[src/rtl/mem_bus_arbiter.sv]
// Arbitrates the CPU's single Avalon memory master between fetch and data requesters.
// Optional MEM_ARB_ROUND_ROBIN_EN replaces fixed data-priority tie breaking with round robin.
module mem_bus_arbiter #(
  parameter int ADDR_W = 32,
  parameter int DATA_W = 32
) (
  input  logic                clk,
  input  logic                reset_i,
  input  logic                instr_req_i,
  input  logic [ADDR_W-1:0]   instr_addr_i,
  output logic                instr_done_o,
  input  logic                data_req_i,
  input  logic                data_we_i,
  input  logic [ADDR_W-1:0]   data_addr_i,
  input  logic [DATA_W-1:0]   data_wdata_i,
  input  logic [DATA_W/8-1:0] data_be_i,
  output logic                data_done_o,
  output logic [DATA_W-1:0]   rdata_o,
  output logic                stall_o,
  output logic [ADDR_W-1:0]   avm_address_o,
  output logic                avm_read_o,
  output logic                avm_write_o,
  output logic [DATA_W-1:0]   avm_writedata_o,
  output logic [DATA_W/8-1:0] avm_byteenable_o,
  input  logic                avm_waitrequest_i,
  input  logic [DATA_W-1:0]   avm_readdata_i
);
  localparam int BE_W = DATA_W / 8;

  typedef enum logic [1:0] {IDLE, INSTR_BUS, DATA_BUS, RESP} state_t;

  state_t              state, state_nxt;
  logic                owner_data;
  logic                we_lat;
  logic [ADDR_W-1:0]   addr_lat;
  logic [DATA_W-1:0]   wdata_lat;
  logic [BE_W-1:0]     be_lat;
  logic                any_req;
  logic                grant_data;
  logic                idle_exit;

  function automatic logic [ADDR_W-1:0] word_align(input logic [ADDR_W-1:0] a);
    return a & {{(ADDR_W-2){1'b1}}, 2'b00};
  endfunction

  assign any_req   = instr_req_i | data_req_i;
  assign idle_exit = (state == IDLE) & any_req;

`ifdef MEM_ARB_ROUND_ROBIN_EN
  // last_data: 1 when the most recent grant went to the data requester
  logic last_data;

  always_ff @(posedge clk) begin
    if (reset_i) begin
      last_data <= 1'b0;
    end else if (idle_exit) begin
      last_data <= grant_data;
    end
  end

  assign grant_data = data_req_i & (~instr_req_i | ~last_data);
`else
  assign grant_data = data_req_i;
`endif

  always_ff @(posedge clk) begin
    if (reset_i) begin
      state      <= IDLE;
      owner_data <= 1'b0;
      we_lat     <= 1'b0;
    end else begin
      state <= state_nxt;
      if (idle_exit) begin
        owner_data <= grant_data;
        we_lat     <= grant_data & data_we_i;
      end
    end
  end

  // Request capture: bus fields are frozen at IDLE exit so requester changes cannot disturb the bus
  always_ff @(posedge clk) begin
    if (idle_exit) begin
      addr_lat  <= grant_data ? word_align(data_addr_i) : word_align(instr_addr_i);
      be_lat    <= grant_data ? data_be_i : '1;
      wdata_lat <= grant_data ? data_wdata_i : '0;
    end
  end

  always_comb begin
    state_nxt        = state;
    avm_address_o    = '0;
    avm_read_o       = 1'b0;
    avm_write_o      = 1'b0;
    avm_writedata_o  = '0;
    avm_byteenable_o = '0;
    instr_done_o     = 1'b0;
    data_done_o      = 1'b0;
    rdata_o          = '0;
    case (state)
      IDLE: begin
        if (any_req) begin
          state_nxt = grant_data ? DATA_BUS : INSTR_BUS;
        end
      end
      INSTR_BUS, DATA_BUS: begin
        avm_read_o       = ~we_lat;
        avm_write_o      = we_lat;
        avm_address_o    = addr_lat;
        avm_byteenable_o = be_lat;
        avm_writedata_o  = wdata_lat;
        if (!avm_waitrequest_i) begin
          state_nxt = RESP;
        end
      end
      RESP: begin
        instr_done_o = ~owner_data;
        data_done_o  = owner_data;
        rdata_o      = we_lat ? '0 : avm_readdata_i;
        state_nxt    = IDLE;
      end
      default: state_nxt = IDLE;
    endcase
  end

  assign stall_o = (instr_req_i & ~instr_done_o) | (data_req_i & ~data_done_o);

endmodule

[config.mk]
export PLATFORM = sky130hd
export DESIGN_NAME = mem_bus_arbiter
export DESIGN_NICKNAME = d
export VERILOG_FILES = /design/src/rtl/mem_bus_arbiter.sv
export SDC_FILE = /design/constraint.sdc
export NUM_CORES = 1
export LEC_CHECK = 0
export ABC_AREA = 1
export CAP_MARGIN = 40
export CORE_AREA = 10 10 119 121
export DETAILED_ROUTE_END_ITERATION = 8
export DIE_AREA = 0 0 129 131
export PLACE_DENSITY_LB_ADDON = 0.05
export SKIP_LAST_GASP = 1
export SYNTH_ARGS = -nofsm -noshare
export SYNTH_HDL_FRONTEND = slang
export SYNTH_SLANG_ARGS = --single-unit
[constraint.sdc]
create_clock -name clk -period 2.21 [get_ports clk]
set_input_delay 0.442 -clock clk [delete_from_list [all_inputs] [get_ports clk]]
set_output_delay 0.442 -clock clk [all_outputs]
set_load 0.03 [all_outputs]
### Word level (Yosys, flattened, before mapping)

Cells that the tools add are included.

* bitwise logic cells: 10
* reduce and logical (&&, ||, !) cells: 3
* mux-type cells: 14
* equality and inequality tests: 5

Operators with widths (count)
* 32-bit 2-to-1 mux: 5
* 2-bit 2-to-1 mux: 3
* 2-bit one-hot mux with 3 select lines: 1
* 1-bit AND: 4
* 2-bit equality test (second input constant): 2
* 1-bit 2-to-1 mux: 4
* 4-bit 2-to-1 mux: 1
* 2-bit inequality test (second input constant): 2
* 1-bit NOT: 4
* 2-bit by 1-bit equality test with 1-bit output (second input constant): 1
* 2-bit zero test: 1
* 1-bit OR: 2
* 2-bit AND reduction: 1
* 2-bit OR reduction: 1

* logic and storage cells: 38
* flip-flop bits (word level): 72
* input port bits: 138
* output and inout bits: 105

### Longest topological paths before layout

* depth in word-level cells: 5
* mapped depth: 8
* depth with buffers taken out: 7

### Least setup slack after synthesis

OpenSTA, ideal clock, no wires.

* path kind: register to register
* start: register state[0]
* end: register addr_lat[10], enable pin
* setup time: 0.420 ns
* stages on the path, launching flop included: 5
* buffers on the path: 0
* path slack: -0.237 ns
* arrival time: 2.027 ns
* data required time: 1.790 ns
* period minus slack after synthesis: 2.447 ns
* cells stage by stage: dfxtp_1 -> inv_1 -> ha_1 -> o21ai_0 -> inv_1

* longest elaborated chain between the ends: 2

RTL lines
* start, declared: line 32 `state_t state, state_nxt;`
* start signal, assigned: line 72 `state <= state_nxt;`
* 2-bit zero test: line 47 `assign idle_exit = (state == IDLE) & any_req;`
* 1-bit AND: line 47
* net idle_exit: line 40 `logic idle_exit;`
* end signal, assigned: line 83 `addr_lat <= grant_data ? word_align(data_addr_i) : word_align(instr_addr_i);`
* end, declared: line 35 `logic [ADDR_W-1:0] addr_lat;`

The timed path passes the listed nets, and every way through them passes these cells.
A chain may end at the register's enable or synchronous reset.

### Final worst setup path

* start: register state[0]
* end: output port avm_address_o[13]

* longest elaborated chain between the ends: 3
* elaborated cells on any way between the ends: 4
* classes of those cells: eq/ne (2); mux (1); reduce/logical (1)

RTL lines
* 2-bit by 1-bit equality test with 1-bit output / 2-bit equality test (equally long branches): line 99 `case (state)`
* 2-bit OR reduction (*): line 99
* 32-bit 2-to-1 mux (*): line 99
* end, declared: line 20 `output logic [ADDR_W-1:0] avm_address_o,`

Mark *: on every way between the ends. The rest lies on a longest branch, timed or not.

==> reports/results.ini <==
[pwr]
power_mw = 9.24
power.leakage_nw = 3.66
power_frac_comb_pct = 61.0
p_int_mw = 5.07
power_density_mw_per_mm2 = 1420
irDropWorstVdd_v = 0.000778
p_switching_mw = 4.17
p_clk_share_pct = 15.5
switching_share_pct = 45.1
power_frac_seq_pct = 23.5

[worst_setup_path]
timing.rr.end = addr_lat[3]
cp_slowest_stage_delay_ns = 0.41
crit_path_end_kind = primary output
worstPathCellList = buf_4, inv_1, ha_4, clkbuf_16, nand2_1, inv_1, buf_4
r2r_slack_ns = 0.41
critPathBufInv = 5
cp.arrival_ns = 1.74
crit_fanout = 13
crit_type = reg2out
slowest_stage = ha_4
critPathLaunch = state[0]
critPathTopFamily = buffers and inverters
timing.rr.start = state[1]
cp.required_ns = 1.77
critPathLaunchType = flip-flop
cp.depth = 7
r2r_cells = 6
crit_path_end = avm_address_o[13]

[timing]
grt_setup_unrepaired = yes
finalCritPeriodShare_pct = 98.7
final.min_clock_period_ns = 2.18
maxSlewHeadroom_pct = 60.7
maxSlewViolCount = 0
final.setup_skew_ns = 0.00839
finalSetupViolCount = 0
finalSetupTns_ns = 0
worstMarginPinSlew_ns = 0.590
max_freq_mhz = 458
final_hold_viol_count = 0

[detailed_routing]
vias = 3622
dr.pass1.iters = 4
drc = 0
routed_wl_mm = 13.1
ant_nets = 0
drt_iter0_drc = 179
avgViaCountPerCell = 4.10
wl_per_cell_um = 14.8

[yosys]
ys_warn_count = 0
yosys.area.top_type = edfxtp_1
seq_area_frac_synth_pct = 54.3
yosysTopAreaCellShare_pct = 52.2
ys_seq_elements = 70
synthTopCellsByArea = edfxtp_1 (52%), nand2_1 (20%), inv_1 (14%)
synthCells = 492
synth_area_sq_mm = 0.00380
syn_avg_cell_area_sq_um = 7.72
synth.distinct_cells = 19

[global_routing]
grt_pass1_wl_mm = 18.5
grt_overflow = 0
grt_usage_pct = 14.1
grt_max_degree = 45
first_global_vias = 3472
grt_antenna_before_repair = 0

[clock_network]
cts_sinks = 70
htreeDepth = 3
post_cts_buffers = 0
clock_latency_ns = 0.33
path_clk_slew_ns = 0.05
cts_buffer_depth = 2
numCtsBuffers = 9
cts-root-buf = clkbuf_16
cts_tree = done
cts_hold_buf = 0

[placement]
routabilityCongestion = 0.802
numPortBuffers = 236
dp_hpwl_mm = 9.74

[floorplanning]
die_y_um = 131
fp.dieW_um = 129
fp.dieArea_sq_mm = 0.0169
io_pins = 243
core_area_sq_mm = 0.0118
start_util_pct = 32.1
num_rows = 40

[flow_run]
max_cap_viol_count = 0

[cells_and_area]
final_common_cell = nand2_1
final_nets = 874
multi_input_area_sq_mm = 0.00108
final_cell_mix = nand2_1 (202), inv_1 (137), clkdlybuf4s50_1 (133), buf_4 (78), edfxtp_1 (66)
fill_cells = 1138
ff_latch_area_sq_mm = 0.00206
antennaDiodeCount = 0
drive_gt1_share_pct = 20.5
syn2layout_area_growth_pct = 70.8

[outcome]
status = completed

[hold_path]
hp-class = reg2reg

## worst min-delay path, delay by kind of cell, from the launching register on
| kind | cells | cell delay [ns] |
|---|---|---|
| simple gates | 1 | 0.07 |
| compound gates | 1 | 0.05 |
| flops | 1 | 0.33 |
## sequential cells by signal, indices dropped and copies added (netlist names)
name and count:
be_lat 4, wdata_lat 32, owner_data 1, addr_lat 30
we_lat 1, state 2
## Yosys cell counts (all sizes together)
library cell	n
o21ai	5
ha	4
nand2	202
a21oi	2
conb	1
buf	22
inv	139
clkbuf	2
nor2	39
edfxtp	66
or2	5
dfxtp	4
nand3	1
## kinds of logic (layout without fill, tap and decap cells)
| kind of cell | count (synthesis) | count (layout) | share of synthesized area, % |
|---|---|---|---|
| AND/OR/NAND/NOR | 247 | 247 | 25.6 |
| buffers and inverters | 163 | 407 | 17.8 |
| flip-flops | 70 | 70 | 54.3 |
| AO/OA/AOI/OAI | 7 | 7 | 0.923 |
| adder cells (fa/ha/maj) | 4 | 4 | 1.32 |
| other | 1 | 2 | 0.0988 |
## routing by layer
metal	part of all wire, %	global-route usage, %
met5	0	0
met4	1.2	4.62
met3	9.3	6.20
met2	49	23.2
met1	40	16.1
## through the flow
step                hold WS (ns)  util (%)  area [sq um]  cells  setup WS (ns)
finish                     0.499      54.9          6480    884         0.0284
global route               0.528      54.9          6480    884        -0.0645
CTS                        0.498      54.6          6450    879        -0.0679
detailed placement         0.497      51.9          6140    863         0.0160
global placement           0.487      51.9          6140    863         0.0461
floorplan                  0.457         -          3810    493         0.0892
## power groups by stage
stage | clock, mW | combinational, mW | sequential, mW
after global placement | 0 | 5.10 | 2.18
after floorplan | 0 | 3.04 | 2.19
after detailed placement | 0 | 5.13 | 2.21
final | 1.43 | 5.63 | 2.17
after CTS | 1.47 | 5.14 | 2.18
after global routing | 1.53 | 6.06 | 2.21
## timing repair
item,CTS,global route
setup endpoints to repair,49,87
gates resized for setup,60,38
pin swaps,0,1
cloned,0,5
## worst min path at each step
stage	start	to	slack [ns]	cells after the start
2_1_floorplan	owner_data	owner_data	0.46	2
3_3_place_gp	owner_data	owner_data	0.49	2
3_5_place_dp	owner_data	owner_data	0.50	2
4_1_cts	data_req_i	we_lat	0.50	4
5_1_grt	data_req_i	we_lat	0.53	4
6_report	owner_data	owner_data	0.50	2
## final cells by class
type / instances / area share (%)
multi-input cells: 260 / 16.7
clock inverters: 7 / 1.12
inverters: 139 / 8.10
flip-flops and latches: 70 / 31.8
well taps: 147 / 2.84
repair buffers: 252 / 36.0
clock buffers: 9 / 3.47
(Power assumes the default switching activity.)
